[src/rtl/fast_pkg.sv]
// Shared helpers for the FAST pipeline: address widths and stream geometry.
package fast_pkg;

    function automatic int unsigned clogb2(input int unsigned value);
        int unsigned result;
        result = 0;
        for (int unsigned v = value - 1; v > 0; v = v >> 1) begin
            result++;
        end
        return (result == 0) ? 1 : result;
    endfunction

    function automatic int unsigned calc_bpc(input int unsigned patch_h,
                                             input int unsigned lanes);
        return patch_h / lanes;
    endfunction

    function automatic int unsigned calc_nstrip(input int unsigned row_num,
                                                input int unsigned patch_h,
                                                input int unsigned row_stride);
        return (row_num - patch_h) / row_stride + 1;
    endfunction

endpackage

[src/rtl/fast_col_assembler.sv]
// Gathers the LANES-wide beats of one column into a full PATCH_H-tall column.
module fast_col_assembler
    import fast_pkg::*;
#(
    parameter int unsigned PATCH_H     = 8,
    parameter int unsigned LANES       = 4,
    parameter int unsigned PIXEL_WIDTH = 8
) (
    input  logic                                              clk_i,
    input  logic                                              rst_ni,
    input  logic                                              beat_valid_i,
    input  logic [clogb2(calc_bpc(PATCH_H, LANES))-1:0]       beat_idx_i,
    input  logic [LANES*PIXEL_WIDTH-1:0]                      beat_data_i,
    output logic [PATCH_H*PIXEL_WIDTH-1:0]                    col_o,
    output logic                                              col_done_o
);

    localparam int unsigned BPC     = calc_bpc(PATCH_H, LANES);
    localparam int unsigned BW      = clogb2(BPC);
    localparam int unsigned SLICE_W = LANES * PIXEL_WIDTH;

    logic last_beat;
    assign last_beat  = (beat_idx_i == BW'(BPC - 1));
    assign col_done_o = beat_valid_i && last_beat;

    // The final slice is taken straight from the bus so the column is complete on its last beat.
    if (BPC > 1) begin : g_store
        logic [(BPC-1)*SLICE_W-1:0] store_q;

        always_ff @(posedge clk_i or negedge rst_ni) begin
            if (!rst_ni) begin
                store_q <= '0;
            end else if (beat_valid_i && !last_beat) begin
                store_q[beat_idx_i*SLICE_W +: SLICE_W] <= beat_data_i;
            end
        end

        assign col_o = {beat_data_i, store_q};
    end else begin : g_direct
        assign col_o = beat_data_i;
    end

endmodule

[src/rtl/fast_patch_gen.sv]
// Slides a PATCH_H x PATCH_W window along each strip and emits every full patch.
module fast_patch_gen
    import fast_pkg::*;
#(
    parameter int unsigned COL_NUM     = 640,
    parameter int unsigned ROW_NUM     = 480,
    parameter int unsigned PATCH_H     = 8,
    parameter int unsigned PATCH_W     = 7,
    parameter int unsigned PIXEL_WIDTH = 8,
    parameter int unsigned LANES       = 4,
    parameter int unsigned ROW_STRIDE  = 2
) (
    input  logic                                   clk,
    input  logic                                   rst_n,
    input  logic [LANES*PIXEL_WIDTH-1:0]           s_axis_tdata,
    input  logic [LANES*PIXEL_WIDTH/8-1:0]         s_axis_tkeep,
    input  logic                                   s_axis_tlast,
    input  logic                                   s_axis_tvalid,
    output logic                                   s_axis_tready,
    output logic [PATCH_H*PATCH_W*PIXEL_WIDTH-1:0] m_patch,
    output logic [clogb2(COL_NUM)-1:0]             m_x,
    output logic [clogb2(ROW_NUM)-1:0]             m_y,
    output logic                                   m_eol,
    output logic                                   m_last,
    output logic                                   m_valid,
    input  logic                                   m_ready,
    output logic                                   err
);

    localparam int unsigned BPC    = calc_bpc(PATCH_H, LANES);
    localparam int unsigned NSTRIP = calc_nstrip(ROW_NUM, PATCH_H, ROW_STRIDE);
    localparam int unsigned XW     = clogb2(COL_NUM);
    localparam int unsigned YW     = clogb2(ROW_NUM);
    localparam int unsigned BW     = clogb2(BPC);
    localparam int unsigned SW     = clogb2(NSTRIP);
    localparam int unsigned PIX    = PIXEL_WIDTH;
    localparam int unsigned WIN    = PATCH_H * PATCH_W * PIXEL_WIDTH;

    logic [BW-1:0]            beat_q, beat_d;
    logic [XW-1:0]            col_q, col_d;
    logic [SW-1:0]            strip_q, strip_d;
    logic [WIN-1:0]           win_q, win_d;
    logic [WIN-1:0]           m_patch_q;
    logic [XW-1:0]            m_x_q;
    logic [YW-1:0]            m_y_q;
    logic                     m_valid_q, m_eol_q, m_last_q, err_q;
    logic [PATCH_H*PIX-1:0]   col_data;
    logic                     col_done;
    logic                     acc, last_beat, last_col, last_strip, frame_end;
    logic                     early_last, shift, emit;

    assign s_axis_tready = rst_n && (!m_valid_q || m_ready);
    assign acc           = s_axis_tvalid && s_axis_tready;

    assign last_beat  = (beat_q == BW'(BPC - 1));
    assign last_col   = (col_q == XW'(COL_NUM - 1));
    assign last_strip = (strip_q == SW'(NSTRIP - 1));
    assign frame_end  = last_beat && last_col && last_strip;
    assign early_last = acc && s_axis_tlast && !frame_end;

    // A premature tlast aborts the frame, so its column must not reach the window or output.
    assign shift = col_done && !early_last;
    assign emit  = shift && (col_q >= XW'(PATCH_W - 1));

    fast_col_assembler #(
        .PATCH_H     (PATCH_H),
        .LANES       (LANES),
        .PIXEL_WIDTH (PIXEL_WIDTH)
    ) u_col_asm (
        .clk_i        (clk),
        .rst_ni       (rst_n),
        .beat_valid_i (acc),
        .beat_idx_i   (beat_q),
        .beat_data_i  (s_axis_tdata),
        .col_o        (col_data),
        .col_done_o   (col_done)
    );

    always_comb begin
        beat_d  = beat_q;
        col_d   = col_q;
        strip_d = strip_q;
        if (acc) begin
            if (early_last) begin
                beat_d  = '0;
                col_d   = '0;
                strip_d = '0;
            end else if (last_beat) begin
                beat_d = '0;
                if (last_col) begin
                    col_d   = '0;
                    strip_d = last_strip ? '0 : strip_q + SW'(1);
                end else begin
                    col_d = col_q + XW'(1);
                end
            end else begin
                beat_d = beat_q + BW'(1);
            end
        end
    end

    always_comb begin
        win_d = win_q;
        if (shift) begin
            for (int unsigned r = 0; r < PATCH_H; r++) begin
                for (int unsigned c = 0; c + 1 < PATCH_W; c++) begin
                    win_d[(r*PATCH_W+c)*PIX +: PIX] = win_q[(r*PATCH_W+c+1)*PIX +: PIX];
                end
                win_d[(r*PATCH_W+PATCH_W-1)*PIX +: PIX] = col_data[r*PIX +: PIX];
            end
        end
    end

    always_ff @(posedge clk or negedge rst_n) begin
        if (!rst_n) begin
            beat_q    <= '0;
            col_q     <= '0;
            strip_q   <= '0;
            win_q     <= '0;
            m_patch_q <= '0;
            m_x_q     <= '0;
            m_y_q     <= '0;
            m_valid_q <= 1'b0;
            m_eol_q   <= 1'b0;
            m_last_q  <= 1'b0;
            err_q     <= 1'b0;
        end else begin
            beat_q  <= beat_d;
            col_q   <= col_d;
            strip_q <= strip_d;
            win_q   <= win_d;
            // acc already implies the output slot is free, so emit never overwrites a held patch.
            if (emit) begin
                m_valid_q <= 1'b1;
                m_patch_q <= win_d;
                m_x_q     <= col_q - XW'(PATCH_W - 1);
                m_y_q     <= YW'(32'(strip_q) * ROW_STRIDE);
                m_eol_q   <= last_col;
                m_last_q  <= last_col && last_strip;
            end else if (m_ready) begin
                m_valid_q <= 1'b0;
            end
            err_q <= acc && (early_last || (frame_end && !s_axis_tlast) || !(&s_axis_tkeep));
        end
    end

    assign m_patch = m_patch_q;
    assign m_x     = m_x_q;
    assign m_y     = m_y_q;
    assign m_valid = m_valid_q;
    assign m_eol   = m_eol_q;
    assign m_last  = m_last_q;
    assign err     = err_q;

endmodule
[config.mk]
export PLATFORM = sky130hd
export DESIGN_NAME = fast_patch_gen
export DESIGN_NICKNAME = d
export VERILOG_FILES = /design/src/rtl/fast_pkg.sv /design/src/rtl/fast_col_assembler.sv /design/src/rtl/fast_patch_gen.sv
export SDC_FILE = /design/constraint.sdc
export NUM_CORES = 1
export LEC_CHECK = 0
export BUFFER_PORTS_ARGS = -buffer_cell sky130_fd_sc_hd__buf_2
export CAP_MARGIN = 20
export CORE_UTILIZATION = 41
export DETAILED_ROUTE_END_ITERATION = 12
export GPL_TIMING_DRIVEN = 1
export HOLD_SLACK_MARGIN = 0.06
export PLACE_DENSITY_LB_ADDON = 0.05
export SETUP_SLACK_MARGIN = 0.1
export SYNTH_ARGS = -nofsm -noshare
export SYNTH_HDL_FRONTEND = slang
export SYNTH_SLANG_ARGS = --single-unit
[constraint.sdc]
create_clock -name clk -period 5.4 [get_ports clk]
set_clock_uncertainty 0.2 [all_clocks]
set_input_delay 0.81 -clock clk [delete_from_list [all_inputs] [get_ports clk]]
set_output_delay 0.81 -clock clk [all_outputs]
set_load 0.05 [all_outputs]
==> flow_metrics.env <==
export IMPL_via_per_inst=5.00
export IMPL_critical_path_top_delay_family="simple AND/OR/NAND/NOR gates"
export IMPL_dpl_hpwl_um=52600
export IMPL_cts_tree="built"
export IMPL_syn_nets=2098
export IMPL_r2r_start="col_q[0]"
export IMPL_ant_nets=0
export IMPL_setup_violations=0
export IMPL_design_area_mm2=0.0411
export IMPL_tns_ps=0
export IMPL_drt_iter0_markers=719
export IMPL_ctsRootBufferMaster="clkbuf_16"
export IMPL_synth_edff_count=0
export IMPL_io_pins=513
export IMPL_die_area_mm2=0.0848
export IMPL_synthTopCellsByCount="dfrtp_1, mux2_2, mux2_1"
export IMPL_synth_flop_cell="dfrtp_1"
export IMPL_p_per_area_mw_per_mm2=655
export IMPL_cp_end_kind="register"
export IMPL_setup_ws_ps=1470
export IMPL_wl_um=78200
export IMPL_r2r_slack_ps=1470
export IMPL_start_util_pct=41.6
export IMPL_area_growth_pct=19.6
export IMPL_crit_buf_inv=2
export IMPL_cts_max_level=3
export IMPL_p_leak_nw=20.9
export IMPL_crit_top_cell="buf_12"
export IMPL_die_h_um=291
export IMPL_yosysSeqAreaShare_pct=66.0
export IMPL_drive_above_1_share_pct=43.8
export IMPL_maxSlewViolCount=0
export IMPL_reg2reg_depth=7
export IMPL_critical_path_max_stage_delay_ps=710
export IMPL_post_cts_resize_count=0
export IMPL_vias=18622
export IMPL_grt_usage_pct=18.6
export IMPL_cts_setup_buffers=0
export IMPL_clock_sinks=905
export IMPL_yosys_area_top_type_share_pct=66.0
export IMPL_critPathArrivalTime_ps=4240
export IMPL_antenna_found_initial=1
export IMPL_cp_start_kind="register"
export IMPL_grt_pass1_wl_um=123000
export IMPL_final_net_count=2616
export IMPL_grt_pass1_vias=20049
export IMPL_status="finished clean"
export IMPL_hold_buffers=0
export IMPL_die_x_um=291
export IMPL_cts_made_buffers=97
export IMPL_cp_slowest_cell="nor4_4"
export IMPL_async_reset_ff_share_pct=100
export IMPL_syn_cell_area_mm2=0.0343
export IMPL_hold_class="input port to asynchronous set/reset pin"
export IMPL_num_rows=105
export IMPL_cp_cell_sequence="ha_1 -> nand3_1 -> nor4_4 -> a41oi_4 -> buf_12 -> buf_12 -> mux2_2"
export IMPL_drt_wirelength_per_cell_um=21.0
export IMPL_drc=0
export IMPL_fin_crit_sh_pct=72.8
export IMPL_worstSkewPairLatency_ps=640
export IMPL_first_pass_iters=4
export IMPL_fill_cells=7180
export IMPL_syn_area_per_cell_um2=16.7
export IMPL_grt_max_degree=162
export IMPL_hold_violations=0
export IMPL_synth_top_area_cell="dfrtp_1"
export IMPL_cap_violations=0
export IMPL_yosys_top_cells_area="dfrtp_1, mux2_2, mux2_1"
export IMPL_cts_buffer_depth=3
export IMPL_synth_distinct_cells=46
export IMPL_pre_cts_ws_ps=1270
export IMPL_rsz0062_at_grt="false"
export IMPL_gp_congestion=0.764
export IMPL_fin_crit_ps=3930
export IMPL_syn_instance_count=2052
export IMPL_r2r_end="win_q[120]"
export IMPL_ys_ff_latch=905
export IMPL_path_max_fanout=161
export IMPL_ys_warn_count=0
export IMPL_clkTransAtPathRegs_ps=60
export IMPL_setup_worst_path_class="register to register"
export IMPL_crit_required_ps=5710
export IMPL_dpl_cell_area_mm2=0.0376
export IMPL_core_area_mm2=0.0825
export IMPL_yosysMostFrequentCell="dfrtp_1"
export IMPL_timing_fmax_ghz=0.254
export IMPL_vdd_drop_max_v=0.000396
export IMPL_worst_pin_slew_ps=1100
export IMPL_grt_overflow_total=0
export IMPL_io_buffers=511
export IMPL_slew_headroom_pct=26.4
[cell families (layout without fill, tap and decap cells)]
group	after synthesis	after routing	share of synthesized area (%)
DFF	905	905	66.0
muxes	882	882	28.9
buffers and inverters	122	722	2.53
and+or+nand+nor	79	79	1.19
AOI/OAI and AO/OA	50	50	0.937
xor gates and xnor gates	8	8	0.204
adders and majority gates	5	5	0.182
other	1	2	0.0109
[sequential cells by signal, summed over array words and instances (netlist names), 8 cells and up]
signal	count
col_q	10
m_patch	448
m_x	10
m_y	8
strip_q	8
u_col_asm.g_store.store_q	32
win_q	384
[where the power goes]
group | internal [mW] | total (mW) | switching [mW]
registers | 9.35 | 11.0 | 1.62
clock network | 4.12 | 6.81 | 2.69
logic | 2.61 | 9.11 | 6.50
[final cells by class]
| cell class | count | area [um^2] | share of cell area [%] |
|---|---|---|---|
| clock buffer | 148 | 2920 | 7.12 |
| sequential | 905 | 22600 | 55.2 |
| tap | 1070 | 1340 | 3.26 |
| antenna | 1 | 2.50 | 0.00610 |
| multi-input combinational | 1025 | 10800 | 26.4 |
| timing repair buffer | 533 | 2860 | 6.97 |
| clock inverter | 33 | 423 | 1.03 |
| inverter | 8 | 30.0 | 0.0731 |
[cells in the final DEF (no fill, tap or decap), types with 7 or more instances in the layout]
| cell type | netlist | routed |
|---|---|---|
| mux2_1 | 419 | 419 |
| nand3_1 | 8 | 8 |
| o21ai_0 | 23 | 23 |
| buf_4 | 5 | 13 |
| a21oi_1 | 7 | 7 |
| nor2_1 | 10 | 9 |
| inv_1 | 8 | 8 |
| bufinv_16 | 0 | 8 |
| clkbuf_1 | 11 | 23 |
| clkbuf_8 | 0 | 26 |
| buf_12 | 0 | 7 |
| dfrtp_1 | 905 | 905 |
| nand2_1 | 27 | 27 |
| mux2_2 | 461 | 461 |
| nor3_1 | 10 | 10 |
| buf_2 | 44 | 510 |
| clkbuf_16 | 0 | 99 |
| clkinv_2 | 0 | 17 |
[layer usage]
layer  global-route usage [%]  routed length [um]  up-vias
met5                        0                   0        -
met4                     5.60                1850        0
met3                     6.21                6060      105
met2                     31.0               38500      429
met1                     23.0               31700     9776
li1                         -                   -     8312
[worst max path at each step]
stage,cells past startpoint,from,to
after floorplan,7,m_ready,win_q[370]
after global placement,7,m_ready,win_q[309]
after detailed placement,7,m_ready,win_q[300]
after CTS,8,col_q[0],m_patch[373]
after global routing,8,col_q[0],m_patch[383]
final,7,col_q[0],win_q[120]
[per-stage QoR]
| step | cells | util [%] | power (mW) | hold slack [ps] |
|---|---|---|---|---|
| 6_report | 3723 | 49.8 | 26.9 | 166 |
| 5_1_grt | 3722 | 49.8 | 28.2 | 219 |
| 4_1_cts | 3720 | 49.7 | 27.3 | 193 |
| 3_5_place_dp | 3539 | 45.6 | 20.4 | 265 |
| 3_3_place_gp | 3539 | 45.6 | 20.1 | 262 |
| 2_1_floorplan | 2052 | - | 17.4 | 252 |
Power figures use the tool's default switching activity.
